<file path="src/rtl/sand_brush_painter.sv">
// Turns mouse samples into square brush strokes written to the game-state RAM.
// One candidate pixel per cycle. Off-screen pixels are skipped. On-screen pixels wait for the arbiter grant.
module sand_brush_painter #(
    parameter int ACTIVE_COLUMNS = 640,
    parameter int ACTIVE_ROWS    = 480,
    parameter int ADDR_WIDTH     = $clog2(ACTIVE_COLUMNS * ACTIVE_ROWS),
    parameter int DATA_WIDTH     = 1,
    parameter int BRUSH_RADIUS   = 2
) (
    input  logic                              clk_i,
    input  logic                              reset_i,
    input  logic [$clog2(ACTIVE_COLUMNS)-1:0] mouse_x_position_i,
    input  logic [$clog2(ACTIVE_ROWS)-1:0]    mouse_y_position_i,
    input  logic [2:0]                        mouse_btn_i,
    input  logic                              mouse_done_i,
    input  logic                              wr_grant_i,
    output logic                              wr_req_o,
    output logic [ADDR_WIDTH-1:0]             wr_address_o,
    output logic [DATA_WIDTH-1:0]             wr_data_o,
    output logic                              busy_o,
    output logic                              done_o
);

    localparam int XW = $clog2(ACTIVE_COLUMNS);
    localparam int YW = $clog2(ACTIVE_ROWS);
    localparam int OW = $clog2(2 * BRUSH_RADIUS + 1) + 1;

    localparam logic signed [OW-1:0]   R_POS      = OW'(BRUSH_RADIUS);
    localparam logic signed [OW-1:0]   R_NEG      = OW'(-BRUSH_RADIUS);
    localparam logic signed [OW-1:0]   ONE        = OW'(1);
    localparam logic [XW:0]            COLS_U     = XW'(ACTIVE_COLUMNS) == '0 ? '0 : (XW+1)'(ACTIVE_COLUMNS);
    localparam logic [YW:0]            ROWS_U     = (YW+1)'(ACTIVE_ROWS);
    localparam logic [ADDR_WIDTH-1:0]  ROW_STRIDE = ADDR_WIDTH'(ACTIVE_COLUMNS);
    localparam logic [ADDR_WIDTH-1:0]  TOP_OFFSET = ADDR_WIDTH'(BRUSH_RADIUS * ACTIVE_COLUMNS);

    typedef enum logic [1:0] {IDLE, LATCH, PAINT, FINISH} state_t;

    state_t                  state_reg, state_next;
    logic [XW-1:0]           x_reg;
    logic [YW-1:0]           y_reg;
    logic                    sand_reg;
    logic signed [OW-1:0]    dx_reg, dy_reg;
    logic [ADDR_WIDTH-1:0]   row_base_reg;

    logic                    start;
    logic signed [XW:0]      cand_x;
    logic signed [YW:0]      cand_y;
    logic                    x_in_bounds, y_in_bounds, in_bounds;
    logic                    candidate_last;
    logic                    advance;
    logic                    unused_middle_btn;

    // The middle button alone never paints.
    assign unused_middle_btn = mouse_btn_i[2];
    assign start = mouse_done_i && (mouse_btn_i[0] || mouse_btn_i[1]);

    assign cand_x = $signed({1'b0, x_reg}) + (XW+1)'(dx_reg);
    assign cand_y = $signed({1'b0, y_reg}) + (YW+1)'(dy_reg);

    // The sign bit catches both negative results and any positive overflow.
    assign x_in_bounds = !cand_x[XW] && ({1'b0, cand_x[XW-1:0]} < COLS_U);
    assign y_in_bounds = !cand_y[YW] && ({1'b0, cand_y[YW-1:0]} < ROWS_U);
    assign in_bounds   = x_in_bounds && y_in_bounds;

    assign candidate_last = (dx_reg == R_POS) && (dy_reg == R_POS);
    assign advance        = !in_bounds || wr_grant_i;

    always_ff @(posedge clk_i) begin
        if (reset_i) begin
            state_reg <= IDLE;
        end else begin
            state_reg <= state_next;
        end
    end

    always_comb begin
        state_next = state_reg;
        case (state_reg)
            IDLE:    if (start) state_next = LATCH;
            LATCH:   state_next = PAINT;
            PAINT:   if (advance && candidate_last) state_next = FINISH;
            FINISH:  state_next = IDLE;
            default: state_next = IDLE;
        endcase
    end

    always_comb begin
        wr_req_o     = 1'b0;
        wr_address_o = '0;
        wr_data_o    = '0;
        busy_o       = (state_reg != IDLE);
        done_o       = (state_reg == FINISH);
        if (state_reg == PAINT && in_bounds) begin
            wr_req_o     = 1'b1;
            wr_address_o = row_base_reg + ADDR_WIDTH'(cand_x[XW-1:0]);
            wr_data_o    = {DATA_WIDTH{sand_reg}};
        end
    end

    // The row base is kept modulo 2^ADDR_WIDTH. It can wrap for rows above the screen.
    // It becomes exact again before any on-screen row is reached.
    always_ff @(posedge clk_i) begin
        if (reset_i) begin
            x_reg        <= '0;
            y_reg        <= '0;
            sand_reg     <= 1'b0;
            dx_reg       <= '0;
            dy_reg       <= '0;
            row_base_reg <= '0;
        end else begin
            case (state_reg)
                IDLE: begin
                    if (start) begin
                        x_reg    <= mouse_x_position_i;
                        y_reg    <= mouse_y_position_i;
                        sand_reg <= mouse_btn_i[0];
                    end
                end
                LATCH: begin
                    dx_reg       <= R_NEG;
                    dy_reg       <= R_NEG;
                    row_base_reg <= ADDR_WIDTH'(y_reg) * ROW_STRIDE - TOP_OFFSET;
                end
                PAINT: begin
                    if (advance) begin
                        if (dx_reg == R_POS) begin
                            dx_reg       <= R_NEG;
                            dy_reg       <= dy_reg + ONE;
                            row_base_reg <= row_base_reg + ROW_STRIDE;
                        end else begin
                            dx_reg <= dx_reg + ONE;
                        end
                    end
                end
                default: ;
            endcase
        end
    end

endmodule

</file>
<file path="config.mk">
export PLATFORM = sky130hd
export DESIGN_NAME = sand_brush_painter
export DESIGN_NICKNAME = d
export VERILOG_FILES = /design/src/rtl/sand_brush_painter.sv
export SDC_FILE = /design/constraint.sdc
export NUM_CORES = 1
export LEC_CHECK = 0
export ABC_AREA = 0
export BUFFER_PORTS_ARGS = -buffer_cell sky130_fd_sc_hd__clkbuf_2
export CORE_AREA = 2 2 97 170
export DETAILED_ROUTE_END_ITERATION = 10
export DIE_AREA = 0 0 99 172
export HOLD_SLACK_MARGIN = 0.15
export PLACE_DENSITY = 0.49
export SLEW_MARGIN = 25
export SYNTH_ARGS = -nofsm -noshare
export SYNTH_HDL_FRONTEND = slang
export SYNTH_SLANG_ARGS = --single-unit
</file>
<file path="constraint.sdc">
create_clock -name clk_i -period 7.2 [get_ports clk_i]
set_clock_uncertainty 0.05 [all_clocks]
set_input_delay 0 -clock clk_i [delete_from_list [all_inputs] [get_ports clk_i]]
set_output_delay 0 -clock clk_i [all_outputs]
set_load 0.03 [all_outputs]
</file>
# Yosys cells after proc, flatten, opt, wreduce, memory -nomap -nowiden
# Index checks and enable logic that the tools add are counted.
# word_totals
word_cells,60
regBits,49
inputBits,26
# classes
reduce_logical,19
n_addsub,7
eq_ne,9
magnitude_cmp,2
n_mul,1
muxes,15
# op_table
op,count
19-bit two-way mux,3
19-bit one-hot mux with 2 select lines,1
19-bit by 10-bit adder with 19-bit output,1
19-bit by 10-bit adder with 19-bit output (second input constant),1
19-bit by 11-bit subtractor with 19-bit output (second input constant),1
4-bit two-way mux,4
4-bit one-hot mux with 2 select lines,2
9-bit by 3-bit multiplier with 12-bit output (second input constant),1
11-bit by 4-bit adder with 11-bit output,1
10-bit by 4-bit adder with 10-bit output,1
10-bit less-than comparator (second input constant),1
9-bit less-than comparator (second input constant),1
4-bit by 2-bit adder with 4-bit output (second input constant),2
4-bit by 3-bit == test with 1-bit output (second input constant),2
2-bit inequality test (second input constant),4
2-bit one-hot mux with 4 select lines,1
1-bit logical AND,7
2-bit AND reduction,3
2-bit == test (second input constant),2
2-bit two-way mux,2
2-bit nonzero test,2
1-bit logical NOT,3
3-bit AND reduction,1
2-bit by 1-bit == test with 1-bit output (second input constant),1
3 further kinds,5

# Longest topological paths before layout
# Gate-level depths: netlist of run 1.
# depth
ltp_word,9
ltp_mapped,13

# Worst setup path before layout of run 1
# OpenSTA, ideal clock, no wires.
# synth_timing
path_type,flip-flop to output port
startpoint,register dx_reg[0]
endpoint,output port wr_address_o[15]
arrival_ns,2.995
setup_slack_ns,4.155
stages_incl_launch_ff,14
cell_sequence,dfxtp_1 > ha_1 > fa_1 > a21oi_1 > o22ai_1 > mux2i_1 > nor2_1 > ha_1 > a21oi_1 > inv_1 > a21oi_1 > nor2_1 > xnor2_1 > nor2_1
# synth_via
elab_chain_len,6
# synth_lines
item,line_no,rtl
from (decl),42,"logic signed [OW-1:0] dx_reg, dy_reg;"
from (signal assigned),131,dx_reg <= dx_reg + ONE;
11-bit by 4-bit adder with 11-bit output (*),57,"assign cand_x = $signed({1'b0, x_reg}) + (XW+1)'(dx_reg);"
10-bit less-than comparator / 1-bit logical NOT (equally long branches),61,"assign x_in_bounds = !cand_x[XW] && ({1'b0, cand_x[XW-1:0]} < COLS_U);"
1-bit logical AND,61,
1-bit logical AND,63,assign in_bounds = x_in_bounds && y_in_bounds;
1-bit logical AND,93,if (state_reg == PAINT && in_bounds) begin
19-bit two-way mux (*),93,
to (decl),18,"output logic [ADDR_WIDTH-1:0] wr_address_o,"
# Mark *: on every way between the ends. The rest lies on a longest branch, timed or not.

# Worst setup path in the final report of run 1
# layout_timing
startpoint,register dx_reg[0]
endpoint,output port wr_address_o[13]
# Same word-level chain as after synthesis.

==> run_results.csv, run 1 <==
group,metric,value,unit
outcome,outcome,"complete, no violations",
floorplanning,die_area,17030,sq um
sta,post-route-period-util,52.24,%
clock_tree,cts_root_buf,"sky130_fd_sc_hd__clkbuf_16",
finish,layoutNonFillerInstCount,751,
power,p_sw_share,48.47,%
power,ir_drop,0.0001014,V
grt,grt_start_max_net_pins,39,
grt,grt_first_pass_wirelength,18.35,mm
synthesis,most_used_standard_cell_by_instance_count_after_synthesis,"sky130_fd_sc_hd__nand2_1",
finish,postLayoutCoreUtil,29.64,%
power,power_density,342.5,nW/um^2
synthesis,yosys-top-cells-area,"sky130_fd_sc_hd__dfxtp_1 (22%), sky130_fd_sc_hd__ha_1 (15%), sky130_fd_sc_hd__nand2_1 (6.6%)",
finish,fin_nets,635,
min_path,hold_path_class,"input port to flop",
min_path,worstHoldEndpoint,"y_reg[5]",
sta,timing_worst_slew_pin_value,0.7270,ns
clock_tree,cts_inserted_buffers,5,
detailed_routing,post_drt_wl_per_cell,14.87,um
min_path,hold_path.startpoint,"reset_i",
detailed_routing,route.detailed.drc,0,
worst_setup_path,timing.setup.critical_path_class,"flop to output pin",
power,leakage,1.980,nW
clock_tree,clkSinkCount,42,
worst_setup_path,rr_startpoint,"dx_reg[3]",
clock_tree,cts-htree-levels,2,
worst_setup_path,timing.critical_path.to_type,"output pin",
power,seq_power_share,25.0,%
placed_design,place_inst,723,
floorplanning,io_pins,49,
worst_setup_path,worstPathMaxFanout,5,
sta,finalMaxSlewViolations,0,
synthesis,syn_area_per_cell,7.677,sq um
sta,timing.max_slew.rel_slack,51.21,%
detailed_routing,routed-via-count,3843,
clock_tree,tritoncts_clock_tree,"done",
finish,antenna_cells,0,
synthesis,synth.cells.most_frequent,"sky130_fd_sc_hd__nand2_1 (68), sky130_fd_sc_hd__ha_1 (46), sky130_fd_sc_hd__a21oi_1 (42), sky130_fd_sc_hd__dfxtp_1 (42), sky130_fd_sc_hd__nor2_1 (42)",
clock_tree,clkLatencyLatePin,0.30,ns
sta,hold_violations,0,
detailed_routing,antenna_violating_nets_post_route,0,
detailed_routing,detail_route.wirelength,11.17,mm
power,power_frac_clock,16.9,%
placed_design,gp_congestion,0.8318,
sta,setup-tns-final,0,ns
synthesis,synthesis.nets,576,
floorplanning,die_height,172,um
synthesis,combined_area_of_all_synthesized_cells,3854,sq um
worst_setup_path,crit-reg2reg-capture,"dy_reg[0]",
detailed_routing,ratio_of_routed_vias_to_standard_cells,5.117,
synthesis,biggest_area_consumer_among_synthesized_cells,"sky130_fd_sc_hd__dfxtp_1",
grt,track_usage,13.36,%
worst_setup_path,ff2ff_path_depth,9,
floorplanning,fp.coreArea,15650,sq um
power,comb_power_share,58.1,%
worst_setup_path,setup.worst_path.start_class,"flop",
synthesis,synthDominantCellAreaShare,21.82,%
sta,rsz0062_at_grt,"false",
floorplanning,die_x,99,um
detailed_routing,detailedRoute.firstIterationViolations,140,
finish,largest_reg_flops,12,
clock_tree,cts_setup_buffers,0,
synthesis,yosys_most_used_dff,"sky130_fd_sc_hd__dfxtp_1",
placed_design,placement.io_buffers,47,
synthesis,seq_area_frac_synth,21.82,%
min_path,min_delay_path_depth,3,
flow_run,timing.max_cap.violations,0,
clock_tree,clock_tree.buffer_depth,2,
placed_design,post-dp-hpwl,8.919,mm
synthesis,synthesis.instances,502,
sta,min_period,3.761,ns
synthesis,yosys_register_bits,42,
synthesis,yosysUniqueCellTypes,70,
power,p_int,0.8183,mW
grt,grt_overflow,0,
placed_design,place_area,4267,sq um
synthesis,postSynth.asyncResetShare,0,%
power,p_total,1.588,mW
worst_setup_path,worstPathRequired,7.15,ns
grt,antenna_found_initial,0,
floorplanning,std_cell_rows,61,
clock_tree,clkSlewWorstSetupHoldPaths,0.07,ns
grt,first_global_vias,3810,
floorplanning,initial_core_util,24.63,%
sta,setup_violating_endpoint_count_in_the_final_report,0,
finish,layout.cell_area.non_filler,4637,sq um
synthesis,synth-warning-count,0,
finish,final_layout_size_suffix_gt1_share,13.88,%
synthesis,synth_edf_count,0,
finish,flow.area_growth_from_synthesis,20.32,%
worst_setup_path,r2r_setup_slack,3.87,ns
power,switching_power,0.7699,mW
sta,achievable-frequency,0.2659,GHz
worst_setup_path,critPathArrivalTime,3.71,ns
detailed_routing,detail_route.first_pass.iterations,4,
## power groups by stage
| stage | clock (mW) | combinational (mW) | sequential, mW |
|---|---|---|---|
| CTS | 0.275 | 0.934 | 0.397 |
| global placement | 0 | 0.900 | 0.398 |
| finish | 0.268 | 0.923 | 0.397 |
| global route | 0.286 | 1.03 | 0.410 |
| floorplan | 0 | 0.722 | 0.369 |
| detailed placement | 0 | 0.918 | 0.402 |
## cell usage in the layout, fill, tap and decap left out, types with 5 or more instances in the layout
| cell type | count |
|---|---|
| sky130_fd_sc_hd__a21oi_1 | 42 |
| sky130_fd_sc_hd__o21ai_0 | 15 |
| sky130_fd_sc_hd__nand2_1 | 68 |
| sky130_fd_sc_hd__clkbuf_16 | 5 |
| sky130_fd_sc_hd__a32o_1 | 5 |
| sky130_fd_sc_hd__dfxtp_1 | 42 |
| sky130_fd_sc_hd__inv_1 | 28 |
| sky130_fd_sc_hd__nor2_1 | 42 |
| sky130_fd_sc_hd__a21o_1 | 8 |
| sky130_fd_sc_hd__xnor2_1 | 13 |
| sky130_fd_sc_hd__o211ai_1 | 7 |
| sky130_fd_sc_hd__clkbuf_2 | 47 |
| sky130_fd_sc_hd__and3_1 | 12 |
| sky130_fd_sc_hd__nand3_1 | 22 |
| sky130_fd_sc_hd__dlygate4sd3_1 | 20 |
| sky130_fd_sc_hd__xor2_1 | 20 |
| sky130_fd_sc_hd__ha_1 | 46 |
| sky130_fd_sc_hd__nor3_1 | 14 |
## cell families (layout without fill, tap and decap cells)
kind of cell,Yosys count,after routing,synth area share [%]
AO/OA/AOI/OAI,135,135,25.13
XOR/XNOR,33,33,7.500
adder cells (fa/ha/maj),48,48,15.97
buffers and inverters,47,107,4.935
flip-flops,42,42,21.82
multiplexers,3,3,0.7793
other,1,1,0.09731
AND/OR/NAND/NOR,193,193,23.77
## per-stage QoR
step | hold slack [ns] | worst slack [ns]
global route | 0.2375 | 3.080
detailed placement | 0.1797 | 3.653
CTS | 0.2016 | 3.312
global placement | 0.1754 | 3.666
finish | 0.2022 | 3.439
floorplan | 0.08596 | 4.155
## area by class of cell
| class | instances | area (sq um) |
|---|---|---|
| inverter | 29 | 108.9 |
| timing repair buffer | 70 | 457.9 |
| tap | 189 | 236.5 |
| sequential | 42 | 840.8 |
| clock buffer | 5 | 125.1 |
| clock inverter | 3 | 45.04 |
| multi-input combinational | 413 | 2823 |
| fill | 1690 | 11010 |
## worst max-delay path, cell delays in order, from the launching register on
cell	delay (ns)
sky130_fd_sc_hd__dfxtp_1	0.36
sky130_fd_sc_hd__ha_1	0.23
sky130_fd_sc_hd__fa_1	0.41
sky130_fd_sc_hd__a21oi_1	0.26
sky130_fd_sc_hd__o22ai_1	0.18
sky130_fd_sc_hd__mux2i_1	0.17
sky130_fd_sc_hd__nor2_1	0.28
sky130_fd_sc_hd__ha_1	0.34
sky130_fd_sc_hd__a21oi_1	0.22
sky130_fd_sc_hd__inv_1	0.06
sky130_fd_sc_hd__a21oi_1	0.35
sky130_fd_sc_hd__nor2_1	0.11
sky130_fd_sc_hd__xnor2_1	0.14
sky130_fd_sc_hd__nor2_1	0.10
sky130_fd_sc_hd__clkbuf_2	0.22
## layer usage
metal	wire, um	vias up	global-route usage [%]
li1	-	1938	-
met1	4235	1804	13.29
met2	6139	77	26.26
met3	346	24	1.698
met4	449	0	7.147
met5	0	-	0
## worst max path at each step
| stage | startpoint | to | depth (start not counted) |
|---|---|---|---|
| floorplan | dx_reg[0] | wr_address_o[15] | 13 |
| global placement | x_reg[0] | wr_address_o[13] | 14 |
| detailed placement | x_reg[0] | wr_address_o[11] | 14 |
| CTS | x_reg[0] | wr_address_o[11] | 14 |
| global route | dx_reg[0] | wr_address_o[11] | 14 |
| finish | dx_reg[0] | wr_address_o[13] | 14 |
## timing repair
action,in CTS,in global routing
gates resized for setup,0,0
hold buffers,20,0
hold endpoints to repair,20,0
Power figures use the tool's default switching activity.
==> run 2, diff against run 1 <==
--- a/config.mk
+++ b/config.mk
@@ -11,7 +11,7 @@
 export DETAILED_ROUTE_END_ITERATION = 10
 export DIE_AREA = 0 0 99 172
 export HOLD_SLACK_MARGIN = 0.15
-export PLACE_DENSITY = 0.49
+export PLACE_DENSITY = 0.51
 export SLEW_MARGIN = 25
 export SYNTH_ARGS = -nofsm -noshare
 export SYNTH_HDL_FRONTEND = slang
==> constraint.sdc (replaced) <==
create_clock -name clk_i -period 3.25 [get_ports clk_i]
set_clock_uncertainty 0.05 [all_clocks]
set_input_delay 0 -clock clk_i [delete_from_list [all_inputs] [get_ports clk_i]]
set_output_delay 0 -clock clk_i [all_outputs]
set_load 0.03 [all_outputs]
==> run 2 against run 1 <==
  * Wire length increased by 2.4%
  * Clock-buffer cell count rose by 1
  * Final area rose by 5.5%
  * First-iteration DRC count shrank 26%
  * Highest routed layer unchanged
  * Register-to-register slack got worse by 3.7 ns
  * Hold slack worse by 0.030 ns
  * Critical path depth shrank 2
  * Sequential cell count unchanged
  * Sequential share of layout area decreased by 0.82 points
  * Critical path type unchanged
  * Via count increased by 0.36%
==> run_results.csv, run 2 (same netlist as run 1, synthesis figures left out) <==
group,metric,value,unit
outcome,outcome,"complete, no violations",
sta,timing_worst_slew_pin_value,0.6894,ns
floorplanning,die_height,172,um
grt,gr-usage-met2,28.29,%
sta,setup_violating_endpoint_count_in_the_final_report,0,
detailed_routing,route.detailed.drc,0,
clock_tree,cts_root_buf,"sky130_fd_sc_hd__clkbuf_16",
power,power_frac_clock,14.2,%
sta,finalMaxSlewViolations,0,
finish,flow.area_growth_from_synthesis,26.98,%
power,switching_power,1.807,mW
floorplanning,initial_core_util,24.63,%
grt,grt.met3_usage,1.536,%
floorplanning,die_x,99,um
worst_setup_path,timing.critical_path.to_type,"output pin",
grt,antenna_found_initial,0,
flow_run,timing.max_cap.violations,0,
floorplanning,std_cell_rows,61,
floorplanning,io_pins,49,
power,leakage,2.054,nW
power,seq_power_share,23.9,%
finish,largest_reg_flops,12,
sta,post-route-period-util,95.25,%
clock_tree,clkSlewWorstSetupHoldPaths,0.06,ns
finish,postLayoutCoreUtil,31.28,%
power,power_density,759.9,nW/um^2
power,ir_drop,0.0002213,V
grt,top_usage_layer,"met2",
clock_tree,clkSinkCount,42,
power,comb_power_share,61.9,%
placed_design,place_area,4334,sq um
sta,achievable-frequency,0.3230,GHz
detailed_routing,detail_route.first_pass.iterations,4,
grt,grt_overflow,0,
grt,grt_start_max_net_pins,38,
clock_tree,tritoncts_clock_tree,"done",
placed_design,post-dp-hpwl,9.079,mm
sta,worst_slack,0.1543,ns
detailed_routing,post_drt_wl_per_cell,14.99,um
clock_tree,cts_inserted_buffers,5,
worst_setup_path,setup.worst_path.start_class,"flop",
clock_tree,clock_tree.buffer_depth,2,
worst_setup_path,timing.setup.critical_path_class,"flop to output pin",
sta,rsz0062_at_grt,"true",
worst_setup_path,critPathArrivalTime,3.05,ns
grt,grt_first_pass_wirelength,18.55,mm
worst_setup_path,worstPathRequired,3.20,ns
finish,antenna_cells,0,
power,p_sw_share,48.58,%
detailed_routing,antenna_violating_nets_post_route,0,
worst_setup_path,worstPathMaxFanout,16,
clock_tree,clkLatencyLatePin,0.29,ns
sta,timing.max_slew.rel_slack,53.95,%
detailed_routing,routed-via-count,3857,
grt,first_global_vias,3779,
finish,final_layout_size_suffix_gt1_share,19.51,%
grt,grt_util_met1,13.21,%
grt,track_usage,13.63,%
floorplanning,fp.coreArea,15650,sq um
min_path,hold_path_class,"input port to flop",
sta,holdWs,0.1726,ns
power,p_int,1.912,mW
detailed_routing,detailedRoute.firstIterationViolations,103,
placed_design,placement.io_buffers,47,
finish,layout.cell_area.non_filler,4893,sq um
clock_tree,cts-htree-levels,2,
detailed_routing,ratio_of_routed_vias_to_standard_cells,5.055,
detailed_routing,detail_route.wirelength,11.44,mm
sta,setup-tns-final,0,ns
finish,final_common_cell,"sky130_fd_sc_hd__nand2_1",
sta,hold_violations,0,
placed_design,worst_case_setup_slack_after_placement,0.09256,ns
finish,commonest_non_fill_non_tap_cells_in_the_layout,"sky130_fd_sc_hd__nand2_1 (68), sky130_fd_sc_hd__ha_1 (42), sky130_fd_sc_hd__nor2_1 (39), sky130_fd_sc_hd__a21oi_1 (39), sky130_fd_sc_hd__dfxtp_1 (39)",
placed_design,gp_congestion,0.8130,
floorplanning,die_area,17030,sq um
finish,fin_nets,647,
sta,min_period,3.096,ns
-- run 2: path summary, 6_finish.rpt --
check        slack [ns]  cells after the start                to  startpoint
max                0.15                     12   wr_address_o[8]    x_reg[0]
min                0.17                      3  row_base_reg[13]     reset_i
max reg2reg        0.17                     12  row_base_reg[18]    y_reg[1]
min reg2reg        0.40                      2          sand_reg    sand_reg
-- run 2: critical path, stage by stage (launching register included) --
cell and delay [ns]:
sky130_fd_sc_hd__dfxtp_1 0.32, sky130_fd_sc_hd__ha_2 0.20, sky130_fd_sc_hd__fa_2 0.38, sky130_fd_sc_hd__a21oi_4 0.17, sky130_fd_sc_hd__o22ai_2 0.12, sky130_fd_sc_hd__mux2i_2 0.30
sky130_fd_sc_hd__buf_4 0.16, sky130_fd_sc_hd__o211ai_1 0.11, sky130_fd_sc_hd__o211ai_1 0.19, sky130_fd_sc_hd__and4_4 0.32, sky130_fd_sc_hd__nand2_8 0.11, sky130_fd_sc_hd__nor3_2 0.20
sky130_fd_sc_hd__buf_4 0.18
-- run 2: metal layers --
metal	up-vias	routed length, um
li1	1960	-
met4	0	299
met1	1794	4190
met5	-	0
met2	87	6569
met3	16	379
-- run 2: area by class of cell --
type                    instances  area [sq um]
flip-flops and latches         42         847.1
fillers                      1658         10750
well taps                     189         236.5
clock buffers                   6         138.9
repair buffers                 82         589.3
clock inverters                 2         12.51
multi-input cells             413          2960
inverters                      29         108.9
-- run 2: repair_timing --
item,4_1_cts,5_1_grt
hold endpoints to repair,20,0
pin swaps,1,7
endpoints found under the setup margin,18,32
gates resized for setup,15,54
buffers inserted,1,2
hold buffers,20,0
-- run 2: power groups by stage --
| stage | Sequential (mW) | Clock (mW) | Combinational (mW) |
|---|---|---|---|
| final | 0.887 | 0.528 | 2.30 |
| after global routing | 0.917 | 0.562 | 2.57 |
| after CTS | 0.881 | 0.546 | 2.19 |
| after detailed placement | 0.885 | 0 | 2.08 |
| after global placement | 0.876 | 0 | 2.05 |
| after floorplan | 0.818 | 0 | 1.60 |
-- run 2: per-stage QoR --
| stage | std cells | total power [mW] |
|---|---|---|
| finish | 763 | 3.719 |
| global route | 763 | 4.053 |
| CTS | 761 | 3.617 |
| detailed placement | 732 | 2.960 |
| global placement | 732 | 2.924 |
| floorplan | 502 | 2.418 |
